### src/rtl/ex_operand_stage.sv
// rtl/ex_operand_stage.sv - ALU operand pipeline register with EX/MEM and MEM/WB forwarding
//
// Purpose:
//   Holds one decoded instruction between register-file read and the ALU.
//   Capture uses a valid/ready handshake, so the stage can stall and be flushed.
//   Operands are patched with in-flight results from later stages. The
//   forwarding is combinational, so results that arrive during a stall still
//   reach the ALU.
//
// Ports:
//   clk, rst_n        rising-edge clock, asynchronous active-low reset
//   flush             squash the held and incoming instruction on the next edge
//   in_*              decoded instruction fields with in_valid/in_ready handshake
//   exmem_*, memwb_*  write-back buses of the two younger-result stages
//   out_valid/ready   output handshake toward the ALU stage
//   alu_a, alu_b      forwarded ALU operands (b may be the immediate)
//   alu_control       registered ALU operation
//   rs2_fwd           forwarded rs2 value (store data), independent of alu_src
//   rd_addr           registered destination register
//   reg_write         registered write enable, gated by out_valid

module ex_operand_stage #(
  parameter int XLEN       = 32,
  parameter int REG_ADDR_W = 5
) (
  input  logic                  clk,
  input  logic                  rst_n,
  input  logic                  flush,

  input  logic                  in_valid,
  output logic                  in_ready,
  input  logic [REG_ADDR_W-1:0] in_rs1_addr,
  input  logic [REG_ADDR_W-1:0] in_rs2_addr,
  input  logic [REG_ADDR_W-1:0] in_rd_addr,
  input  logic [XLEN-1:0]       in_rs1_data,
  input  logic [XLEN-1:0]       in_rs2_data,
  input  logic [XLEN-1:0]       in_imm,
  input  logic                  in_alu_src,
  input  logic [2:0]            in_alu_control,
  input  logic                  in_reg_write,

  input  logic                  exmem_reg_write,
  input  logic [REG_ADDR_W-1:0] exmem_rd,
  input  logic [XLEN-1:0]       exmem_result,
  input  logic                  memwb_reg_write,
  input  logic [REG_ADDR_W-1:0] memwb_rd,
  input  logic [XLEN-1:0]       memwb_result,

  output logic                  out_valid,
  input  logic                  out_ready,
  output logic [XLEN-1:0]       alu_a,
  output logic [XLEN-1:0]       alu_b,
  output logic [2:0]            alu_control,
  output logic [XLEN-1:0]       rs2_fwd,
  output logic [REG_ADDR_W-1:0] rd_addr,
  output logic                  reg_write
);

  typedef enum logic {
    EMPTY = 1'b0,
    FULL  = 1'b1
  } state_e;

  state_e                state_q,     state_d;
  logic [REG_ADDR_W-1:0] rs1_addr_q,  rs1_addr_d;
  logic [REG_ADDR_W-1:0] rs2_addr_q,  rs2_addr_d;
  logic [REG_ADDR_W-1:0] rd_addr_q,   rd_addr_d;
  logic [XLEN-1:0]       rs1_data_q,  rs1_data_d;
  logic [XLEN-1:0]       rs2_data_q,  rs2_data_d;
  logic [XLEN-1:0]       imm_q,       imm_d;
  logic                  alu_src_q,   alu_src_d;
  logic [2:0]            alu_ctrl_q,  alu_ctrl_d;
  logic                  reg_write_q, reg_write_d;

  logic                  capture;
  logic [XLEN-1:0]       src1;
  logic [XLEN-1:0]       src2;

  // Accept whenever the slot is empty or is being drained this same cycle.
  // Draining and refilling in one cycle gives back-to-back, bubble-free flow.
  assign out_valid = (state_q == FULL);
  assign in_ready  = !out_valid || out_ready;
  assign capture   = in_valid && in_ready && !flush;

  always_comb begin
    state_d     = state_q;
    rs1_addr_d  = rs1_addr_q;
    rs2_addr_d  = rs2_addr_q;
    rd_addr_d   = rd_addr_q;
    rs1_data_d  = rs1_data_q;
    rs2_data_d  = rs2_data_q;
    imm_d       = imm_q;
    alu_src_d   = alu_src_q;
    alu_ctrl_d  = alu_ctrl_q;
    reg_write_d = reg_write_q;

    if (flush) begin
      // The payload is left stale; out_valid = 0 already masks it.
      state_d = EMPTY;
    end else if (capture) begin
      state_d     = FULL;
      rs1_addr_d  = in_rs1_addr;
      rs2_addr_d  = in_rs2_addr;
      rd_addr_d   = in_rd_addr;
      rs1_data_d  = in_rs1_data;
      rs2_data_d  = in_rs2_data;
      imm_d       = in_imm;
      alu_src_d   = in_alu_src;
      alu_ctrl_d  = in_alu_control;
      reg_write_d = in_reg_write;
    end else if (out_valid && out_ready) begin
      state_d = EMPTY;
    end
  end

  always_ff @(posedge clk or negedge rst_n) begin
    if (!rst_n) begin
      state_q     <= EMPTY;
      rs1_addr_q  <= '0;
      rs2_addr_q  <= '0;
      rd_addr_q   <= '0;
      rs1_data_q  <= '0;
      rs2_data_q  <= '0;
      imm_q       <= '0;
      alu_src_q   <= 1'b0;
      alu_ctrl_q  <= 3'b000;
      reg_write_q <= 1'b0;
    end else begin
      state_q     <= state_d;
      rs1_addr_q  <= rs1_addr_d;
      rs2_addr_q  <= rs2_addr_d;
      rd_addr_q   <= rd_addr_d;
      rs1_data_q  <= rs1_data_d;
      rs2_data_q  <= rs2_data_d;
      imm_q       <= imm_d;
      alu_src_q   <= alu_src_d;
      alu_ctrl_q  <= alu_ctrl_d;
      reg_write_q <= reg_write_d;
    end
  end

  // EX/MEM holds the youngest result, so it wins over MEM/WB. x0 is hardwired
  // to zero and is never forwarded, even when a stage claims to write it.
  function automatic logic [XLEN-1:0] fwd_sel(
    input logic [REG_ADDR_W-1:0] rs,
    input logic [XLEN-1:0]       rf_data,
    input logic                  ex_we,
    input logic [REG_ADDR_W-1:0] ex_rd,
    input logic [XLEN-1:0]       ex_res,
    input logic                  wb_we,
    input logic [REG_ADDR_W-1:0] wb_rd,
    input logic [XLEN-1:0]       wb_res
  );
    logic [XLEN-1:0] sel;
    sel = rf_data;
    if (rs != '0) begin
      if (ex_we && (ex_rd == rs)) begin
        sel = ex_res;
      end else if (wb_we && (wb_rd == rs)) begin
        sel = wb_res;
      end
    end
    return sel;
  endfunction

  always_comb begin
    src1 = fwd_sel(rs1_addr_q, rs1_data_q,
                   exmem_reg_write, exmem_rd, exmem_result,
                   memwb_reg_write, memwb_rd, memwb_result);
    src2 = fwd_sel(rs2_addr_q, rs2_data_q,
                   exmem_reg_write, exmem_rd, exmem_result,
                   memwb_reg_write, memwb_rd, memwb_result);
  end

  assign alu_a       = src1;
  assign alu_b       = alu_src_q ? imm_q : src2;
  assign rs2_fwd     = src2;
  assign alu_control = alu_ctrl_q;
  assign rd_addr     = rd_addr_q;
  assign reg_write   = reg_write_q && out_valid;

endmodule

### config.mk
export PLATFORM = sky130hd
export DESIGN_NAME = ex_operand_stage
export DESIGN_NICKNAME = d
export VERILOG_FILES = /design/src/rtl/ex_operand_stage.sv
export SDC_FILE = /design/constraint.sdc
export NUM_CORES = 1
export LEC_CHECK = 0
export CORE_ASPECT_RATIO = 1.75
export CORE_UTILIZATION = 47
export DETAILED_ROUTE_END_ITERATION = 16
export GPL_ROUTABILITY_DRIVEN = 0
export HOLD_SLACK_MARGIN = 0.12
export PLACE_DENSITY = 0.95
export SLEW_MARGIN = 5
export SYNTH_ARGS = -nofsm -noshare
export SYNTH_HDL_FRONTEND = slang
export SYNTH_SLANG_ARGS = --single-unit
### constraint.sdc
create_clock -name clk -period 5.5 [get_ports clk]
set_input_delay 1.1 -clock clk [delete_from_list [all_inputs] [get_ports clk]]
set_output_delay 1.1 -clock clk [all_outputs]
set_load 0.05 [all_outputs]
==> results.toml <==
[layout]
multi_input_area_um2 = 3771
layout-drive-gt1-share_pct = 26.51
nNetsFinal = 1197
fillers = 1060
area_delta_synth_final_pct = 46.51
utilization_pct = 70.85
layoutNonFillerInstCount = 1197
ff_latch_area_um2 = 2929

[placement]
port_buffers = 303
dp.cells = 1164
place_hpwl_mm = 18.48

[clock_tree]
clk_pin_slew_ps = 50
cts_buffers = 17
clk_latency_ps = 400
cts-resized-gates = 0
clkSinkCount = 117
max-clock-path-buffers = 2
hold_buffers = 0
cts_tree = "yes"
htreeDepth = 4
cts_setup_buffers = 0
cts-root-buf = "clkbuf_16"

[timing]
maxSlewHeadroom_pct = 20.52
min_period_ps = 4567
max_freq_mhz = 218.9
hold_violations = 0
fin_skew_ps = 7.623
setup_viol_count_final = 0
worst_slew_pin_slew_ps = 1192
finalCritPeriodShare_pct = 83.04
slew_viol_final = 0
setup_tns_ps = 0
rsz0062_at_grt = "false"

[route]
first_iter_violations = 493
dr_total_vias = 7214
vias_per_cell = 6.027
detail-route-antenna-nets = 0
remaining_drc_errors = 0
wl_mm = 25.34
drtPass1Iterations = 5
post_drt_wl_per_cell_um = 21.17

[global_route]
grt_pass1_vias = 7204
grt_pass1_wl_mm = 38.18
grt_use_total_pct = 31.97
antenna_found_initial = 3
grt-ovfl-total = 0
grt_max_degree = 149

[pwr]
p_leak_uw = 0.004584
power_uw = 3807
ir_drop_v = 0.0002244
power_density_nw_per_um2 = 358.6

[floorplan]
die_area_um2 = 15940
die_w_um = 95.87
start_util_pct = 48.36
ios = 304
core_um2 = 14990
rows = 59
die_y_um = 166.3

[outcome]
status = "finished, final reports clean"

[yosys]
muxShareOfSynthArea_pct = 19.58
synth.avg_cell_area_um2 = 9.887
synth_top_area_share_pct = 40.40
synth_compound_area_share_pct = 16.94
syn-cell-area_um2 = 7247
synthCells = 733
synthAdderAreaFrac_pct = 0
synthesis.nets = 930
synth_top_family_by_area = "multiplexers"
synth_area_leaders = "dfrtp_1 40%, mux2_2 13%, mux2_4 6.2%"
synth_xor_area_share_pct = 2.417
yosysSeqAreaShare_pct = 40.40
yosysWarnings = 0
synth_top_cell_by_area = "dfrtp_1"
synth-seq-cells = 117
synth.distinct_cells = 33
synthSimpleGateAreaFrac_pct = 12.85

[worst_setup_path]
crit_type = "in2out"
critPathMaxFanout = 13
startpoint_type = "primary input"
cp_data_required_time_ps = 4400
end_kind = "output port"
arrival_ps = 3470

[worst_hold_path]
hp-class = "reg2reg"

[flow_run]
maxCapViolations = 0
synthesized netlist by cell type, drive strengths merged:
master  count
a22o       32
nor2        6
o21ai      32
mux2      116
a221o      32
clkbuf     39
o221ai     32
nand2      70
nor2b       1
a21oi      33
nand2b     32
nor3       34
buf        30
and3        1
o21a        1
o22ai       1
and2        1
nor4        1
xnor2      16
nand4      35
nor3b       1
inv        65
or2         1
xor2        4
dfrtp     117
layout make-up:
| class | instances | area share [%] |
|---|---|---|
| antenna | 3 | 0.07070 |
| clock buffer | 20 | 4.301 |
| clock inverter | 10 | 0.5656 |
| inverter | 65 | 2.298 |
| multi-input combinational | 482 | 35.52 |
| sequential | 117 | 27.59 |
| tap | 183 | 2.156 |
| timing repair buffer | 317 | 27.50 |
kinds of logic (layout without fill, tap and decap cells):
logic type                count (synthesis)  after routing
and+or+nand+nor                         183            183
AOI/OAI and AO/OA                       163            163
buffers and inverters                   134            412
DFF                                     117            117
muxes                                   116            116
xor gates and xnor gates                 20             20
other                                     0              3
power by group:
part / internal [uW] / total (uW) / switching [uW]
Sequential: 1000 / 1110 / 107
Clock: 588 / 985 / 397
Combinational: 652 / 1710 / 1060
layer usage:
| layer | GRT usage, % | vias up | wire (um) |
|---|---|---|---|
| met5 | 0 | - | 0 |
| met4 | 19.27 | 0 | 1623 |
| met3 | 8.654 | 121 | 2112 |
| met2 | 50.34 | 478 | 12440 |
| met1 | 38.14 | 3426 | 9158 |
| li1 | - | 3189 | - |
path summary, 6_finish.rpt:
kind                                  to  depth (start not counted)  slack (ps)        start
setup reg to reg           rs1_addr_q[1]                          4        3480    out_valid
hold reg to reg              reg_write_q                          1         510  reg_write_q
setup / recovery                alu_b[7]                          8         930  exmem_rd[4]
max in group asynchronous      alu_src_q                          2        3810        rst_n
hold / removal               reg_write_q                          1         510  reg_write_q
min in group asynchronous       imm_q[5]                          1         640        rst_n
critical path, cell delays in order:
cell and delay [ps]:
clkdlybuf4s50_1 470, xnor2_1 220, nand4_2 180, nor2_4 280, buf_4 330, mux2_4 340
a221o_1 330, buf_4 200
registers in the layout, summed over array words and instances, names as in the netlist:
register	count
reg_write_q	1
alu_src_q	1
rs1_addr_q	5
rd_addr	5
alu_control	3
imm_q	32
rs1_data_q	32
rs2_data_q	32
rs2_addr_q	5
out_valid	1
stage by stage:
stage / area (um^2) / hold slack, ps / setup WS [ps]
floorplan: 7247 / 472.8 / 1584
global placement: 10090 / 484.2 / 1004
detailed placement: 10090 / 493.4 / 929.0
CTS: 10610 / 507.8 / 942.3
global route: 10620 / 525.5 / 801.3
finish: 10620 / 505.4 / 932.6
cells in the final DEF (no fill, tap or decap), types with 2 or more instances in the layout:
cell type / count
nand2_2: 3
a22o_1: 32
o21ai_0: 32
buf_4: 109
nor3_1: 34
mux2_2: 86
clkbuf_16: 17
nand4_1: 33
mux2_4: 30
clkdlybuf4s50_1: 206
a221o_1: 32
xor2_1: 4
clkbuf_8: 2
dfrtp_1: 116
diode_2: 3
nand2_1: 67
clkinv_2: 6
inv_1: 65
nor2_1: 5
clkinvlp_4: 4
nand4_2: 2
nand2b_1: 32
o221ai_1: 32
xnor2_1: 16
buf_12: 2
a21oi_1: 32
(Power assumes the default switching activity.)
